`src/rtl/vending_pkg.sv`:
```
// Shared types and helpers for the change dispenser.
// Holds the payout FSM state encoding, the coin denomination encoding as seen
// by the hopper (0 = none, 1 = 5, 2 = 10, 3 = 20) and the value of each coin.
package vending_pkg;

  typedef enum logic [2:0] {
    StIdle,
    StCalc,
    StSelect,
    StDispense,
    StDone
  } state_e;

  typedef enum logic [1:0] {
    CoinNone = 2'd0,
    Coin5    = 2'd1,
    Coin10   = 2'd2,
    Coin20   = 2'd3
  } coin_e;

  localparam int unsigned Value5  = 5;
  localparam int unsigned Value10 = 10;
  localparam int unsigned Value20 = 20;

  // Monetary value of a denomination code; CoinNone is worth nothing.
  function automatic int unsigned deno_value(coin_e deno);
    int unsigned value;
    value = 0;
    case (deno)
      Coin5:   value = Value5;
      Coin10:  value = Value10;
      Coin20:  value = Value20;
      default: value = 0;
    endcase
    return value;
  endfunction

endpackage

```
`src/rtl/change_coin_select.sv`:
```
// Greedy coin picker (purely combinational).
// Picks the largest denomination that both fits in the remaining change and
// still has stock. found_o is low when nothing qualifies, which includes a
// zero remainder and a remainder smaller than the smallest coin in stock.
//   remaining_i             change still owed
//   stock_5_i/10_i/20_i     current stock per denomination
//   deno_o                  chosen denomination (CoinNone if none)
//   found_o                 a denomination was chosen
module change_coin_select
  import vending_pkg::*;
#(
  parameter int unsigned W       = 8,
  parameter int unsigned STOCK_W = 8
) (
  input  logic [W-1:0]       remaining_i,
  input  logic [STOCK_W-1:0] stock_5_i,
  input  logic [STOCK_W-1:0] stock_10_i,
  input  logic [STOCK_W-1:0] stock_20_i,
  output coin_e              deno_o,
  output logic               found_o
);

  always_comb begin
    deno_o  = CoinNone;
    found_o = 1'b0;
    if (remaining_i >= W'(Value20) && stock_20_i != '0) begin
      deno_o  = Coin20;
      found_o = 1'b1;
    end else if (remaining_i >= W'(Value10) && stock_10_i != '0) begin
      deno_o  = Coin10;
      found_o = 1'b1;
    end else if (remaining_i >= W'(Value5) && stock_5_i != '0) begin
      deno_o  = Coin5;
      found_o = 1'b1;
    end
  end

endmodule

```
`src/rtl/change_dispenser.sv`:
```
// Change dispenser: takes the end-of-transaction result (sum_money, price)
// and pays the difference as single coins to a hopper, greedy 20/10/5,
// one coin per coin_valid/coin_ack handshake.
//   clk, reset          clock; asynchronous active-high reset
//   req_valid/req_ready start request (ready only when idle)
//   sum_money, price    sampled on the accept edge
//   coin_valid/deno/ack coin handshake to the hopper
//   refill, refill_cnt  reload all stocks (idle only, request has priority)
//   busy                not idle
//   change_done         one-cycle pulse at end of payout
//   change_total        value paid this transaction
//   short_change        change left unpaid
//   underpay            price exceeded sum_money
//   stock_5/10/20       live stock levels
module change_dispenser
  import vending_pkg::*;
#(
  parameter int unsigned         W          = 8,
  parameter int unsigned         STOCK_W    = 8,
  parameter logic [STOCK_W-1:0]  INIT_STOCK = 8'd10
) (
  input  logic               clk,
  input  logic               reset,
  input  logic               req_valid,
  output logic               req_ready,
  input  logic [W-1:0]       sum_money,
  input  logic [W-1:0]       price,
  output logic               coin_valid,
  output logic [1:0]         coin_deno,
  input  logic               coin_ack,
  input  logic               refill,
  input  logic [STOCK_W-1:0] refill_cnt,
  output logic               busy,
  output logic               change_done,
  output logic [W-1:0]       change_total,
  output logic               short_change,
  output logic               underpay,
  output logic [STOCK_W-1:0] stock_5,
  output logic [STOCK_W-1:0] stock_10,
  output logic [STOCK_W-1:0] stock_20
);

  state_e             state_q, state_d;
  logic [W-1:0]       sum_q, sum_d;
  logic [W-1:0]       price_q, price_d;
  logic [W-1:0]       remaining_q, remaining_d;
  logic               coin_valid_q, coin_valid_d;
  coin_e              coin_deno_q, coin_deno_d;
  logic               change_done_q, change_done_d;
  logic [W-1:0]       change_total_q, change_total_d;
  logic               short_change_q, short_change_d;
  logic               underpay_q, underpay_d;
  logic [STOCK_W-1:0] stock_5_q, stock_5_d;
  logic [STOCK_W-1:0] stock_10_q, stock_10_d;
  logic [STOCK_W-1:0] stock_20_q, stock_20_d;

  coin_e              sel_deno;
  logic               sel_found;
  logic [W-1:0]       coin_value;

  change_coin_select #(
    .W       (W),
    .STOCK_W (STOCK_W)
  ) u_select (
    .remaining_i (remaining_q),
    .stock_5_i   (stock_5_q),
    .stock_10_i  (stock_10_q),
    .stock_20_i  (stock_20_q),
    .deno_o      (sel_deno),
    .found_o     (sel_found)
  );

  always_comb begin
    state_d        = state_q;
    sum_d          = sum_q;
    price_d        = price_q;
    remaining_d    = remaining_q;
    coin_valid_d   = coin_valid_q;
    coin_deno_d    = coin_deno_q;
    change_done_d  = 1'b0;
    change_total_d = change_total_q;
    short_change_d = short_change_q;
    underpay_d     = underpay_q;
    stock_5_d      = stock_5_q;
    stock_10_d     = stock_10_q;
    stock_20_d     = stock_20_q;
    coin_value     = W'(deno_value(coin_deno_q));

    unique case (state_q)
      StIdle: begin
        if (req_valid) begin
          sum_d          = sum_money;
          price_d        = price;
          change_total_d = '0;
          short_change_d = 1'b0;
          underpay_d     = 1'b0;
          state_d        = StCalc;
        end else if (refill) begin
          stock_5_d  = refill_cnt;
          stock_10_d = refill_cnt;
          stock_20_d = refill_cnt;
        end
      end
      StCalc: begin
        if (price_q > sum_q) begin
          underpay_d  = 1'b1;
          remaining_d = '0;
        end else begin
          remaining_d = sum_q - price_q;
        end
        state_d = StSelect;
      end
      StSelect: begin
        if (remaining_q == '0) begin
          change_done_d = 1'b1;
          state_d       = StDone;
        end else if (!sel_found) begin
          short_change_d = 1'b1;
          change_done_d  = 1'b1;
          state_d        = StDone;
        end else begin
          coin_deno_d  = sel_deno;
          coin_valid_d = 1'b1;
          state_d      = StDispense;
        end
      end
      StDispense: begin
        if (coin_valid_q && coin_ack) begin
          // Selector guaranteed coin_value <= remaining and stock > 0.
          remaining_d    = remaining_q - coin_value;
          change_total_d = change_total_q + coin_value;
          case (coin_deno_q)
            Coin5:   if (stock_5_q != '0) stock_5_d = stock_5_q - 1'b1;
            Coin10:  if (stock_10_q != '0) stock_10_d = stock_10_q - 1'b1;
            Coin20:  if (stock_20_q != '0) stock_20_d = stock_20_q - 1'b1;
            default: ;
          endcase
          coin_valid_d = 1'b0;
          coin_deno_d  = CoinNone;
          state_d      = StSelect;
        end
      end
      StDone: begin
        state_d = StIdle;
      end
      default: begin
        state_d = StIdle;
      end
    endcase
  end

  always_ff @(posedge clk or posedge reset) begin
    if (reset) begin
      state_q        <= StIdle;
      sum_q          <= '0;
      price_q        <= '0;
      remaining_q    <= '0;
      coin_valid_q   <= 1'b0;
      coin_deno_q    <= CoinNone;
      change_done_q  <= 1'b0;
      change_total_q <= '0;
      short_change_q <= 1'b0;
      underpay_q     <= 1'b0;
      stock_5_q      <= INIT_STOCK;
      stock_10_q     <= INIT_STOCK;
      stock_20_q     <= INIT_STOCK;
    end else begin
      state_q        <= state_d;
      sum_q          <= sum_d;
      price_q        <= price_d;
      remaining_q    <= remaining_d;
      coin_valid_q   <= coin_valid_d;
      coin_deno_q    <= coin_deno_d;
      change_done_q  <= change_done_d;
      change_total_q <= change_total_d;
      short_change_q <= short_change_d;
      underpay_q     <= underpay_d;
      stock_5_q      <= stock_5_d;
      stock_10_q     <= stock_10_d;
      stock_20_q     <= stock_20_d;
    end
  end

  assign req_ready    = (state_q == StIdle);
  assign busy         = (state_q != StIdle);
  assign coin_valid   = coin_valid_q;
  assign coin_deno    = coin_deno_q;
  assign change_done  = change_done_q;
  assign change_total = change_total_q;
  assign short_change = short_change_q;
  assign underpay     = underpay_q;
  assign stock_5      = stock_5_q;
  assign stock_10     = stock_10_q;
  assign stock_20     = stock_20_q;

endmodule
```
`config.mk`:
```
export PLATFORM = sky130hd
export DESIGN_NAME = change_dispenser
export DESIGN_NICKNAME = d
export VERILOG_FILES = /design/src/rtl/vending_pkg.sv /design/src/rtl/change_coin_select.sv /design/src/rtl/change_dispenser.sv
export SDC_FILE = /design/constraint.sdc
export NUM_CORES = 1
export LEC_CHECK = 0
export CAP_MARGIN = 0
export CELL_PAD_IN_SITES_DETAIL_PLACEMENT = 1
export CELL_PAD_IN_SITES_GLOBAL_PLACEMENT = 1
export CORE_MARGIN = 3
export CORE_UTILIZATION = 44
export DETAILED_ROUTE_END_ITERATION = 7
export GPL_TIMING_DRIVEN = 0
export PLACE_DENSITY = 0.95
export SYNTH_ARGS = -nofsm -noshare
export SYNTH_HDL_FRONTEND = slang
export SYNTH_HIERARCHICAL = 1
export SYNTH_SLANG_ARGS = --single-unit
export TNS_END_PERCENT = 30
```
`constraint.sdc`:
```
create_clock -name clk -period 3.8 [get_ports clk]
set_input_delay 0.57 -clock clk [delete_from_list [all_inputs] [get_ports clk]]
set_output_delay 0.57 -clock clk [all_outputs]
set_load 0.1 [all_outputs]
```
Yosys cells after proc, flatten, opt, wreduce, memory -nomap -nowiden
Index checks and enable logic that the tools add are counted.

cells by class
  add/sub/neg operators = 6
  reductions and logical operators = 25
  magnitude comparators = 4
  equality and inequality tests = 20
  multiplexer cells = 49

operator list
  cell                                                                     number
  8-bit two-way mux                                                        15
  8-bit one-hot mux with 2 select lines                                    5
  8-bit nonzero test                                                       3
  8-bit by 1-bit subtractor with 8-bit output, second input constant       3
  2-bit inequality test, second input constant                             11
  6-bit AND reduction                                                      3
  8-bit subtractor                                                         2
  5-bit one-hot mux with 3 select lines                                    1
  1-bit two-way mux                                                        14
  3-bit two-way mux                                                        4
  3-bit one-hot mux with 4 select lines                                    1
  2-bit two-way mux                                                        5
  2-bit nonzero test                                                       5
  8-bit adder                                                              1
  8-bit by 3-bit >= comparator with 1-bit output, second input constant    1
  8-bit by 4-bit >= comparator with 1-bit output, second input constant    1
  8-bit by 5-bit >= comparator with 1-bit output, second input constant    1
  8-bit > comparator                                                       1
  8-bit logical NOT                                                        1
  4-bit AND reduction                                                      2
  3-bit by 2-bit equality test with 1-bit output, second input constant    2
  2-bit by 1-bit inequality test with 1-bit output, second input constant  3
  1-bit one-hot mux with 2 select lines                                    3
  2-bit AND reduction                                                      3
  8 further kinds                                                          13

storage, ports and cells
  word-level logic and storage cells = 117
  register bits after elaboration = 65

Logic depth before layout (Yosys ltp)
Gate-level depths: netlist of the first run.

  word-level depth = 8
  gate-level depth with buffers = 10
  mapped depth without buffers = 10

By module
The synthesis of the first run kept the hierarchy.

by module, submodules not included
  module              cells each  times used  seq. area each (µm²)  area each (µm²)
  change_dispenser    436         1           1634.1                3997.6
  change_coin_select  19          1           0.0                   148.9

Worst setup path before layout of the first run
Ideal clock, no wire load.

  kind = register to register
  start = reg coin_deno_q[0], in the netlist coin_deno[0]
  end = reg remaining_q[6]
  period minus slack after synthesis = 2.835 ns
  data arrival time = 2.711 ns
  stages on the path, launching flop included = 11
  slack = 0.965 ns
  data required time = 3.676 ns
  path buffers = 0
  cells stage by stage = dfrtp_1 > inv_1 > nor2_1 > ha_1 > inv_1 > fa_1 > nand3_1 > nand2_1 > a211oi_1 > mux2i_1 > a211o_1

on the way
  longest elaborated chain between the ends = 5
  elaborated cells on any way between the ends = 7

RTL lines
  item                                                                                   RTL line                 source
  from (decl)                                                                            change_dispenser.sv:48   coin_e coin_deno_q, coin_deno_d;
  from (signal assigned)                                                                 change_dispenser.sv:159  coin_deno_q <= CoinNone;
  from (signal assigned)                                                                 change_dispenser.sv:173  coin_deno_q <= coin_deno_d;
  2-bit equality test or 2-bit by 1-bit equality test with 1-bit output (tied branches)  vending_pkg.sv:29        case (deno)
  5-bit one-hot mux with 3 select lines *                                                vending_pkg.sv:29
  8-bit subtractor *                                                                     change_dispenser.sv:130  remaining_d = remaining_q - coin_value;
  8-bit two-way mux *                                                                    change_dispenser.sv:128  if (coin_valid_q && coin_ack) begin
  8-bit one-hot mux with 2 select lines *                                                change_dispenser.sv:89   unique case (state_q)
  to (signal assigned)                                                                   change_dispenser.sv:171  remaining_q <= remaining_d;
  to (decl)                                                                              change_dispenser.sv:46   logic [W-1:0] remaining_q, remaining_d;

Every way passes the cells marked *; elsewhere a longest branch is shown, timed or not. The select of a mux whose other input is x is not followed.
A chain may end at the register's enable or synchronous reset.

Final worst setup path of the first run
  start = reg state_q[2]
  end = out req_ready

on the way
  longest elaborated chain between the ends = 1

RTL lines
  item                    RTL line                 source
  from (decl)             change_dispenser.sv:43   state_e state_q, state_d;
  from (signal assigned)  change_dispenser.sv:154  state_q <= StIdle;
  from (signal assigned)  change_dispenser.sv:168  state_q <= state_d;
  3-bit logical NOT       change_dispenser.sv:184  assign req_ready = (state_q == StIdle);
  to (decl)               change_dispenser.sv:25   output logic req_ready,

Every way passes these cells.

==> results of run 1 <==
[power groups by stage]
stage          logic, W  clock network [W]  registers, W
6_report        0.00309           0.000544       0.00132
5_1_grt         0.00329           0.000584       0.00135
4_1_cts         0.00308           0.000552       0.00130
3_5_place_dp    0.00304                  0       0.00131
3_3_place_gp    0.00288                  0       0.00129
2_1_floorplan   0.00109                  0       0.00242
[synth_stat cells (all sizes together) (4+ instances only)]
| cell | count | area share [%] |
|---|---|---|
| a211oi | 7 | 1.3 |
| a21o | 5 | 0.91 |
| a21oi | 33 | 4.0 |
| a22o | 6 | 1.3 |
| a22oi | 5 | 0.91 |
| a31oi | 12 | 1.8 |
| and2 | 5 | 0.75 |
| buf | 9 | 1.3 |
| clkbuf | 10 | 0.91 |
| dfrtp | 59 | 36 |
| dfstp | 6 | 3.8 |
| ha | 24 | 7.2 |
| inv | 23 | 2.1 |
| mux2 | 9 | 2.4 |
| nand2 | 27 | 2.4 |
| nand2b | 7 | 1.1 |
| nor2 | 60 | 5.6 |
| nor3 | 9 | 1.1 |
| nor4 | 16 | 2.6 |
| o211ai | 5 | 1.0 |
| o21a | 5 | 0.91 |
| o21ai | 43 | 5.2 |
| o21bai | 5 | 1.3 |
| o22a | 8 | 1.7 |
| o31ai | 4 | 0.72 |
| or3 | 4 | 0.72 |
| xnor2 | 5 | 1.1 |
| xor2 | 6 | 1.3 |
[stage by stage]
| stage | instances | hold slack (ns) |
|---|---|---|
| 2_1_floorplan | 455 | 0.485 |
| 3_3_place_gp | 631 | 0.501 |
| 3_5_place_dp | 632 | 0.512 |
| 4_1_cts | 648 | 0.532 |
| 5_1_grt | 648 | 0.545 |
| 6_report | 648 | 0.526 |
[state kept, by name, indices dropped and copies added (netlist names), 2 cells and up]
| register | cells |
|---|---|
| change_total | 8 |
| coin_deno | 2 |
| price_q | 8 |
| remaining_q | 8 |
| state_q | 3 |
| stock_10 | 8 |
| stock_20 | 8 |
| stock_5 | 8 |
| sum_q | 8 |
[cell type report]
cell class	count	area, sq um
fill	1057	3780
multi-input combinational	348	2330
sequential	65	1630
timing repair buffer	69	701
clock buffer	13	159
tap	108	135
buffer	19	92.6
inverter	23	86.3
clock inverter	3	15.0
[kinds of logic after synthesis]
logic type / share of synthesized area [%]
fa+ha+maj: 8.69
mux: 3.17
buf+inv: 4.31
compound gates: 25.1
simple gates: 17.0
flops: 39.4
xor+xnor: 2.32
[routing by layer]
metal	vias to the layer above	routed length [um]
met1	1998	5240
met2	141	6950
met5	-	0
li1	1841	-
met4	0	445
met3	39	748
[path summary, 6_finish.rpt]
kind | to | cells after the start | start
hold / removal | sum_q[7]$_DFFE_PP0P_ | 1 | sum_q[7]$_DFFE_PP0P_
hold reg to reg | sum_q[7]$_DFFE_PP0P_ | 1 | sum_q[7]$_DFFE_PP0P_
setup / recovery | req_ready | 4 | state_q[2]$_DFFE_PP0P_
min in group asynchronous | stock_10[6]$_DFFE_PP0P_ | 2 | reset
max in group asynchronous | stock_5[1]$_DFFE_PP1P_ | 3 | reset
setup reg to reg | remaining_q[6]$_DFFE_PP0P_ | 10 | coin_deno[0]$_DFFE_PP0P_
[critical path, stage by stage (launching register included)]
cell	delay (ns)
dfrtp_1	0.38
buf_6	0.14
or3_4	0.41
inv_1	0.08
clkdlybuf4s50_1	1.12
==> flow_metrics.tcl, run 1 <==
set metrics [dict create \
    status "complete, no violations" \
    h-tree-depth 3 \
    sw_frac_of_total_pct 57.4 \
    seq_power_share_pct 26.6 \
    worstPathArrival_ns 2.49 \
    p_switching_w 0.00284 \
    top_usage_layer "met2" \
    num_vias 4019 \
    fin_ws_ns 0.743 \
    die_y_um 103 \
    max-slew-margin-rel_pct 32.7 \
    dr.pass1.iters 4 \
    layout_common_cells "clkdlybuf4s50_1, nor2_1, dfrtp_1" \
    cts_max_path_buffers 2 \
    antenna_found_initial 0 \
    worst_ir_drop_vdd_mv 0.396 \
    intPower_w 0.00211 \
    grt_pass1_vias 4252 \
    final_common_cell "clkdlybuf4s50_1" \
    synth-edff-count 0 \
    initial_core_util_pct 46.4 \
    clk_latency_ns 0.36 \
    place.gp.congestion 0.929 \
    clock-skew-final_ns 0.0136 \
    endpoint_kind "primary output" \
    die_area_sq_um 10600 \
    startpoint_type "flip-flop" \
    cts_buffers 9 \
    netlist_instances 455 \
    grt_util_met3_pct 4.80 \
    dieWidth_um 103 \
    design_area_sq_um 5160 \
    ys_types 60 \
    setup_tns_ns 0 \
    grt_pass1_wl_um 21500 \
    power_w 0.00495 \
    drc 0 \
    post_cts_buffers 0 \
    maxCapViolCount 0 \
    worstPathRequired_ns 3.23 \
    wire_per_inst_um 20.7 \
    ys_seq_area_share_pct 39.4 \
    power_leakage_nw 2.14 \
    yosysWarnings 6 \
    hold_violations 0 \
    root_buffer "clkbuf_8" \
    tritoncts "yes" \
    row_count 34 \
    slew_violations 0 \
    gr-total-overflow 0 \
    grt_use_total_pct 26.2 \
    path_clk_slew_ns 0.08 \
    grtUsageMet1_pct 29.4 \
    rsz0062_at_grt "no" \
    worst_pin_slew_ns 1.01 \
    hold_class "flip-flop to flip-flop" \
    drive_gt1_share_pct 8.89 \
    synth_seq_cells 65 \
    drt_wl_total_um 13400 \
    ant_nets 0 \
    p_clk_share_pct 11.0 \
    period_share_pct 80.5 \
    fin_nets 591 \
    hold_buffers 0 \
    post_cts_resized 0 \
    finalSetupViolations 0 \
    dp_hpwl_um 9940 \
    powerDensity_nw_per_um2 961 \
    fin_crit_ns 3.06 \
    core_region_area_sq_um 8930 \
    grt_use_met2_pct 47.7 \
    ios 69 \
    syn_area_sq_um 4150 \
    cp_max_fo 10 \
    avgViaCountPerCell 6.20 \
    portBuffers 68 \
    grt_max_degree 39 \
    async_flop_share_pct 100 \
    avgSynthCellArea_sq_um 9.11 \
    ys.flop_type "dfrtp_1" \
    regToRegSetupSlack_ns 1.17 \
    utilization_pct 57.7 \
    criticalPathCategory "flip-flop to primary output" \
    drt_iter0_drc 238 \
    area_growth_pct 24.4 \
    clock-sinks 65 \
    p_comb_share_pct 62.5 \
    syn_nets 511 \
    pre_cts_slack_ns 1.13 \
    diodes 0 \
    place_area_sq_um 4980 \
    fmax_ghz 0.327 \
]
No activity file was read; power rests on OpenSTA's default activity.
==> run 2, diff against run 1 <==
- CORE_UTILIZATION: 44 -> 41
- PLACE_DENSITY: 0.95 -> 0.91
- clock period: 3.8 -> 3.2 ns (I/O delays scaled with it)
==> run 2 against run 1 <==
Against the previous run: clock-buffer cell count did not move; design area rose by 1.0%; global-route usage fell by 1.8 points; largest cell class unchanged; largest power group unchanged.
==> flow_metrics.tcl, run 2 (synthesized netlist as in run 1, its figures left out) <==
set metrics [dict create \
    ios 69 \
    row_count 36 \
    post_cts_resized 0 \
    cp-startpoint "state_q[2]$_DFFE_PP0P_" \
    grt_max_degree 66 \
    wire_per_inst_um 19.9 \
    num_vias 3968 \
    period_share_pct 92.1 \
    clock-skew-final_ns 0.00921 \
    endpoint_kind "primary output" \
    hold_violations 0 \
    hold_buffers 0 \
    post_cts_buffers 0 \
    path_buf_inv 3 \
    clock-sinks 65 \
    cp_cell_sequence "buf_6 -> or3_4 -> inv_1 -> clkdlybuf4s50_1" \
    nFillCells 1194 \
    crit_path_max_incr_delay_ns 1.13 \
    endpoint "req_ready" \
    reg2reg_depth 9 \
    avgViaCountPerCell 5.90 \
    r2r-start "sum_q[0]$_DFFE_PP0P_" \
    fin_nets 590 \
    worstPathArrival_ns 2.47 \
    core_region_area_sq_um 9820 \
    hold_class "flip-flop to flip-flop" \
    grt_use_total_pct 24.4 \
    dr.pass1.iters 5 \
    slowest_stage "clkdlybuf4s50_1" \
    ant_nets 0 \
    path_depth 4 \
    fin_ws_ns 0.251 \
    cp_max_fo 10 \
    tritoncts "yes" \
    criticalPathCategory "flip-flop to primary output" \
    drt_iter0_drc 170 \
    slew_violations 0 \
    status "complete, no violations" \
    cts_buffers 9 \
    fin_crit_ns 2.95 \
    grt_pass1_wl_um 22300 \
    dp_hpwl_um 9560 \
    hold_slack_ns 0.522 \
    h-tree-depth 3 \
    worst_pin_slew_ns 1.08 \
    clk_latency_ns 0.36 \
    place.gp.congestion 0.927 \
    die_y_um 107 \
    regToRegSetupSlack_ns 0.50 \
    gr-total-overflow 0 \
    dieWidth_um 107 \
    power_leakage_nw 2.14 \
    r2r_end "remaining_q[6]$_DFFE_PP0P_" \
    final_common_cell "clkdlybuf4s50_1" \
    portBuffers 68 \
    maxCapViolCount 0 \
    rsz0062_at_grt "no" \
    utilization_pct 53.1 \
    root_buffer "clkbuf_8" \
    startpoint_type "flip-flop" \
    layout_common_cells "clkdlybuf4s50_1, nor2_1, dfrtp_1" \
    max-slew-margin-rel_pct 27.5 \
    drive_gt1_share_pct 8.53 \
    worstPathRequired_ns 2.72 \
    drt_wl_total_um 13300 \
    powerDensity_nw_per_um2 1150 \
    grt_pass1_vias 4507 \
    area_growth_pct 25.6 \
    worst_ir_drop_vdd_mv 0.581 \
    path_delay_family "buffers and inverters" \
    cts_max_path_buffers 2 \
    initial_core_util_pct 42.2 \
    finalSetupViolations 0 \
    fmax_ghz 0.339 \
    diodes 0 \
    pre_cts_slack_ns 0.588 \
    antenna_found_initial 0 \
    drc 0 \
    path_clk_slew_ns 0.07 \
    die_area_sq_um 11400 \
]
==> run 2: cell count changes in the layout (fill, tap and decap cells not counted), sizes merged <==
cell	delta
bufinv	+2
clkinv	-2
buf	-1
==> run 2: cell type report <==
type | count | area [sq um] | area share [%]
Sequential cell | 65 | 1630 | 31.4
Clock buffer | 13 | 149 | 2.86
Buffer | 19 | 92.6 | 1.78
Tap cell | 133 | 166 | 3.19
Multi-Input combinational cell | 348 | 2330 | 44.8
Clock inverter | 3 | 65.1 | 1.25
Timing Repair Buffer | 68 | 681 | 13.1
Inverter | 23 | 88.8 | 1.71
==> run 2: worst register-to-register path: cells and delay by family, from the launching register on <==
family                     cells  cell delay, ns
buffers and inverters          2            0.14
adders and majority gates      2            0.59
DFF                            1            0.37
and+or+nand+nor                1            0.14
AOI/OAI and AO/OA              4            1.35
==> run 2: routing by layer <==
| metal | up-vias | global-route usage, % | share of wire, % |
|---|---|---|---|
| li1 | 1834 | - | - |
| met1 | 1972 | 28.1 | 40 |
| met2 | 119 | 43.8 | 53 |
| met3 | 43 | 4.07 | 4.1 |
| met4 | 0 | 11.6 | 3.6 |
| met5 | - | 0 | 0 |
==> run 2: report_power, final <==
group | internal [W] | total, W | leakage [nW] | switching (W)
clock network | 0.000460 | 0.000795 | 0.108 | 0.000335
registers | 0.00113 | 0.00156 | 0.782 | 0.000424
logic | 0.00105 | 0.00364 | 1.25 | 0.00259
total | 0.00264 | 0.00600 | 2.14 | 0.00335
==> run 2: through the flow <==
stage / instances / total power [W] / setup TNS, ns / instance area [sq um]
after CTS: 672 / 0.00599 / 0 / 5210
after global placement: 656 / 0.00496 / -7.59 / 4990
final: 672 / 0.00600 / 0 / 5210
after floorplan: 455 / 0.00418 / 0 / 4150
after global routing: 672 / 0.00632 / 0 / 5210
after detailed placement: 656 / 0.00514 / 0 / 5000
==> run 2: how the worst min path moves through the flow <==
stage	startpoint	endpoint	slack, ns	depth (start not counted)
detailed placement	sum_q[4]$_DFFE_PP0P_	sum_q[4]$_DFFE_PP0P_	0.51	1
global placement	sum_q[6]$_DFFE_PP0P_	sum_q[6]$_DFFE_PP0P_	0.50	1
finish	sum_q[4]$_DFFE_PP0P_	sum_q[4]$_DFFE_PP0P_	0.52	1
CTS	sum_q[4]$_DFFE_PP0P_	sum_q[4]$_DFFE_PP0P_	0.53	1
global route	sum_q[7]$_DFFE_PP0P_	sum_q[7]$_DFFE_PP0P_	0.56	1
floorplan	price_q[0]$_DFFE_PP0P_	price_q[0]$_DFFE_PP0P_	0.48	1
==> run 3, diff against run 2 <==
- CORE_MARGIN: 3 -> 1.5
- SKIP_CTS_REPAIR_TIMING: unset -> 1
==> run 3 against run 2 <==
Against the previous run: first-iteration DRC count down 11%; non-clock buffer count is the same; via count up 0.35%; total power shrank 1.6%; cell count stayed put; die area down 5.6%; worst hold slack lost 0.0026 ns; fmax hardly changed; sequential cell count stayed put; register-to-register slack better by 0.08 ns; design area is 0.14% lower; global-route usage shrank 0.28 points.
==> flow_metrics.tcl, run 3 (synthesized netlist as in run 1, its figures left out) <==
set metrics [dict create \
    place.gp.congestion 0.908 \
    die_y_um 104 \
    cts_buffers 9 \
    num_vias 3982 \
    cp_cell_sequence "buf_6 -> or3_4 -> inv_1 -> clkdlybuf4s50_1" \
    core_region_area_sq_um 9770 \
    fin_nets 590 \
    worstPathArrival_ns 2.47 \
    crit_path_max_incr_delay_ns 1.13 \
    startpoint_type "flip-flop" \
    cts_max_path_buffers 2 \
    drc 0 \
    cp_max_fo 10 \
    layout_common_cells "clkdlybuf4s50_1, nor2_1, dfrtp_1" \
    rsz0062_at_grt "no" \
    slowest_stage "clkdlybuf4s50_1" \
    wire_per_inst_um 19.0 \
    p_clk_share_pct 12.7 \
    fin_crit_ns 2.95 \
    max-slew-margin-rel_pct 29.5 \
    drt_wl_total_um 12800 \
    criticalPathCategory "flip-flop to primary output" \
    grt_pass1_wl_um 20700 \
    path_delay_family "buffers and inverters" \
    root_buffer "clkbuf_8" \
    avgViaCountPerCell 5.93 \
    worstPathRequired_ns 2.72 \
    path_clk_slew_ns 0.07 \
    worst_ir_drop_vdd_mv 0.659 \
    hold_violations 0 \
    row_count 36 \
    powerDensity_nw_per_um2 1130 \
    dieWidth_um 104 \
    ant_nets 0 \
    grt_max_degree 66 \
    hold_class "flip-flop to flip-flop" \
    seq_power_share_pct 26.3 \
    path_buf_inv 3 \
    dr.pass1.iters 4 \
    h-tree-depth 3 \
    finalSetupViolations 0 \
    intPower_w 0.00258 \
    drive_gt1_share_pct 8.91 \
    clock-sinks 65 \
    power_leakage_nw 2.14 \
    maxCapViolCount 0 \
    fmax_ghz 0.339 \
    antenna_found_initial 0 \
    initial_core_util_pct 42.4 \
    hold_slack_ns 0.519 \
    diodes 0 \
    period_share_pct 92.2 \
    dp_hpwl_um 9310 \
    clock-skew-final_ns 0.00990 \
    endpoint_kind "primary output" \
    clk_latency_ns 0.36 \
    portBuffers 68 \
    tritoncts "yes" \
    final_common_cell "clkdlybuf4s50_1" \
    p_switching_w 0.00332 \
    status "complete, no violations" \
    power_w 0.00590 \
    drt_iter0_drc 151 \
    area_growth_pct 25.5 \
    grt_pass1_vias 4274 \
    ios 69 \
    worst_pin_slew_ns 1.05 \
    slew_violations 0 \
    sw_frac_of_total_pct 56.3 \
    grt_use_total_pct 24.1 \
    p_comb_share_pct 61.0 \
    gr-total-overflow 0 \
    die_area_sq_um 10700 \
]
==> run 3: per-layer routing <==
metal	up-vias	global-route usage [%]	share of wire, %
li1	1845	-	-
met1	1976	26.8	40
met2	123	43.5	52
met3	38	5.22	4.4
met4	0	12.0	3.6
met5	-	0	0
==> run 3: area by class of cell <==
cell class                      count  area, sq um
Tap cell                          133          166
Fill cell                        1146         4570
Timing Repair Buffer               68          681
Multi-Input combinational cell    348         2330
Sequential cell                    65         1630
Clock buffer                       12          155
Inverter                           23         88.8
Clock inverter                      4         51.3
Buffer                             19         92.6
==> run 3: final timing paths <==
check	start	endpoint	slack, ns	cells past startpoint
setup / recovery	state_q[2]$_DFFE_PP0P_	req_ready	0.25	4
max in group asynchronous	reset	change_total[2]$_DFFE_PP0P_	1.96	2
min in group asynchronous	reset	stock_10[7]$_DFFE_PP0P_	0.70	2
hold / removal	sum_q[6]$_DFFE_PP0P_	sum_q[6]$_DFFE_PP0P_	0.52	1
setup reg to reg	coin_deno[0]$_DFFE_PP0P_	remaining_q[6]$_DFFE_PP0P_	0.58	10
hold reg to reg	sum_q[6]$_DFFE_PP0P_	sum_q[6]$_DFFE_PP0P_	0.52	1
==> run 3: stage by stage <==
step / cell area [sq um] / utilization (%) / setup TNS (ns) / std cells / setup WS [ns]
global placement: 4990 / 51.1 / -9.17 / 656 / -0.158
floorplan: 4150 / - / 0 / 455 / 0.365
global route: 5200 / 53.2 / 0 / 672 / 0.188
CTS: 5200 / 53.2 / 0 / 672 / 0.238
detailed placement: 5000 / 51.1 / 0 / 656 / 0.612
finish: 5200 / 53.2 / 0 / 672 / 0.249
==> run 3: power groups by stage <==
stage          Sequential (W)  Clock (W)  Combinational (W)
3_3_place_gp          0.00153          0            0.00343
6_report              0.00155   0.000749            0.00360
5_1_grt               0.00161   0.000788            0.00380
2_1_floorplan         0.00288          0            0.00130
3_5_place_dp          0.00156          0            0.00356
4_1_cts               0.00155   0.000761            0.00359
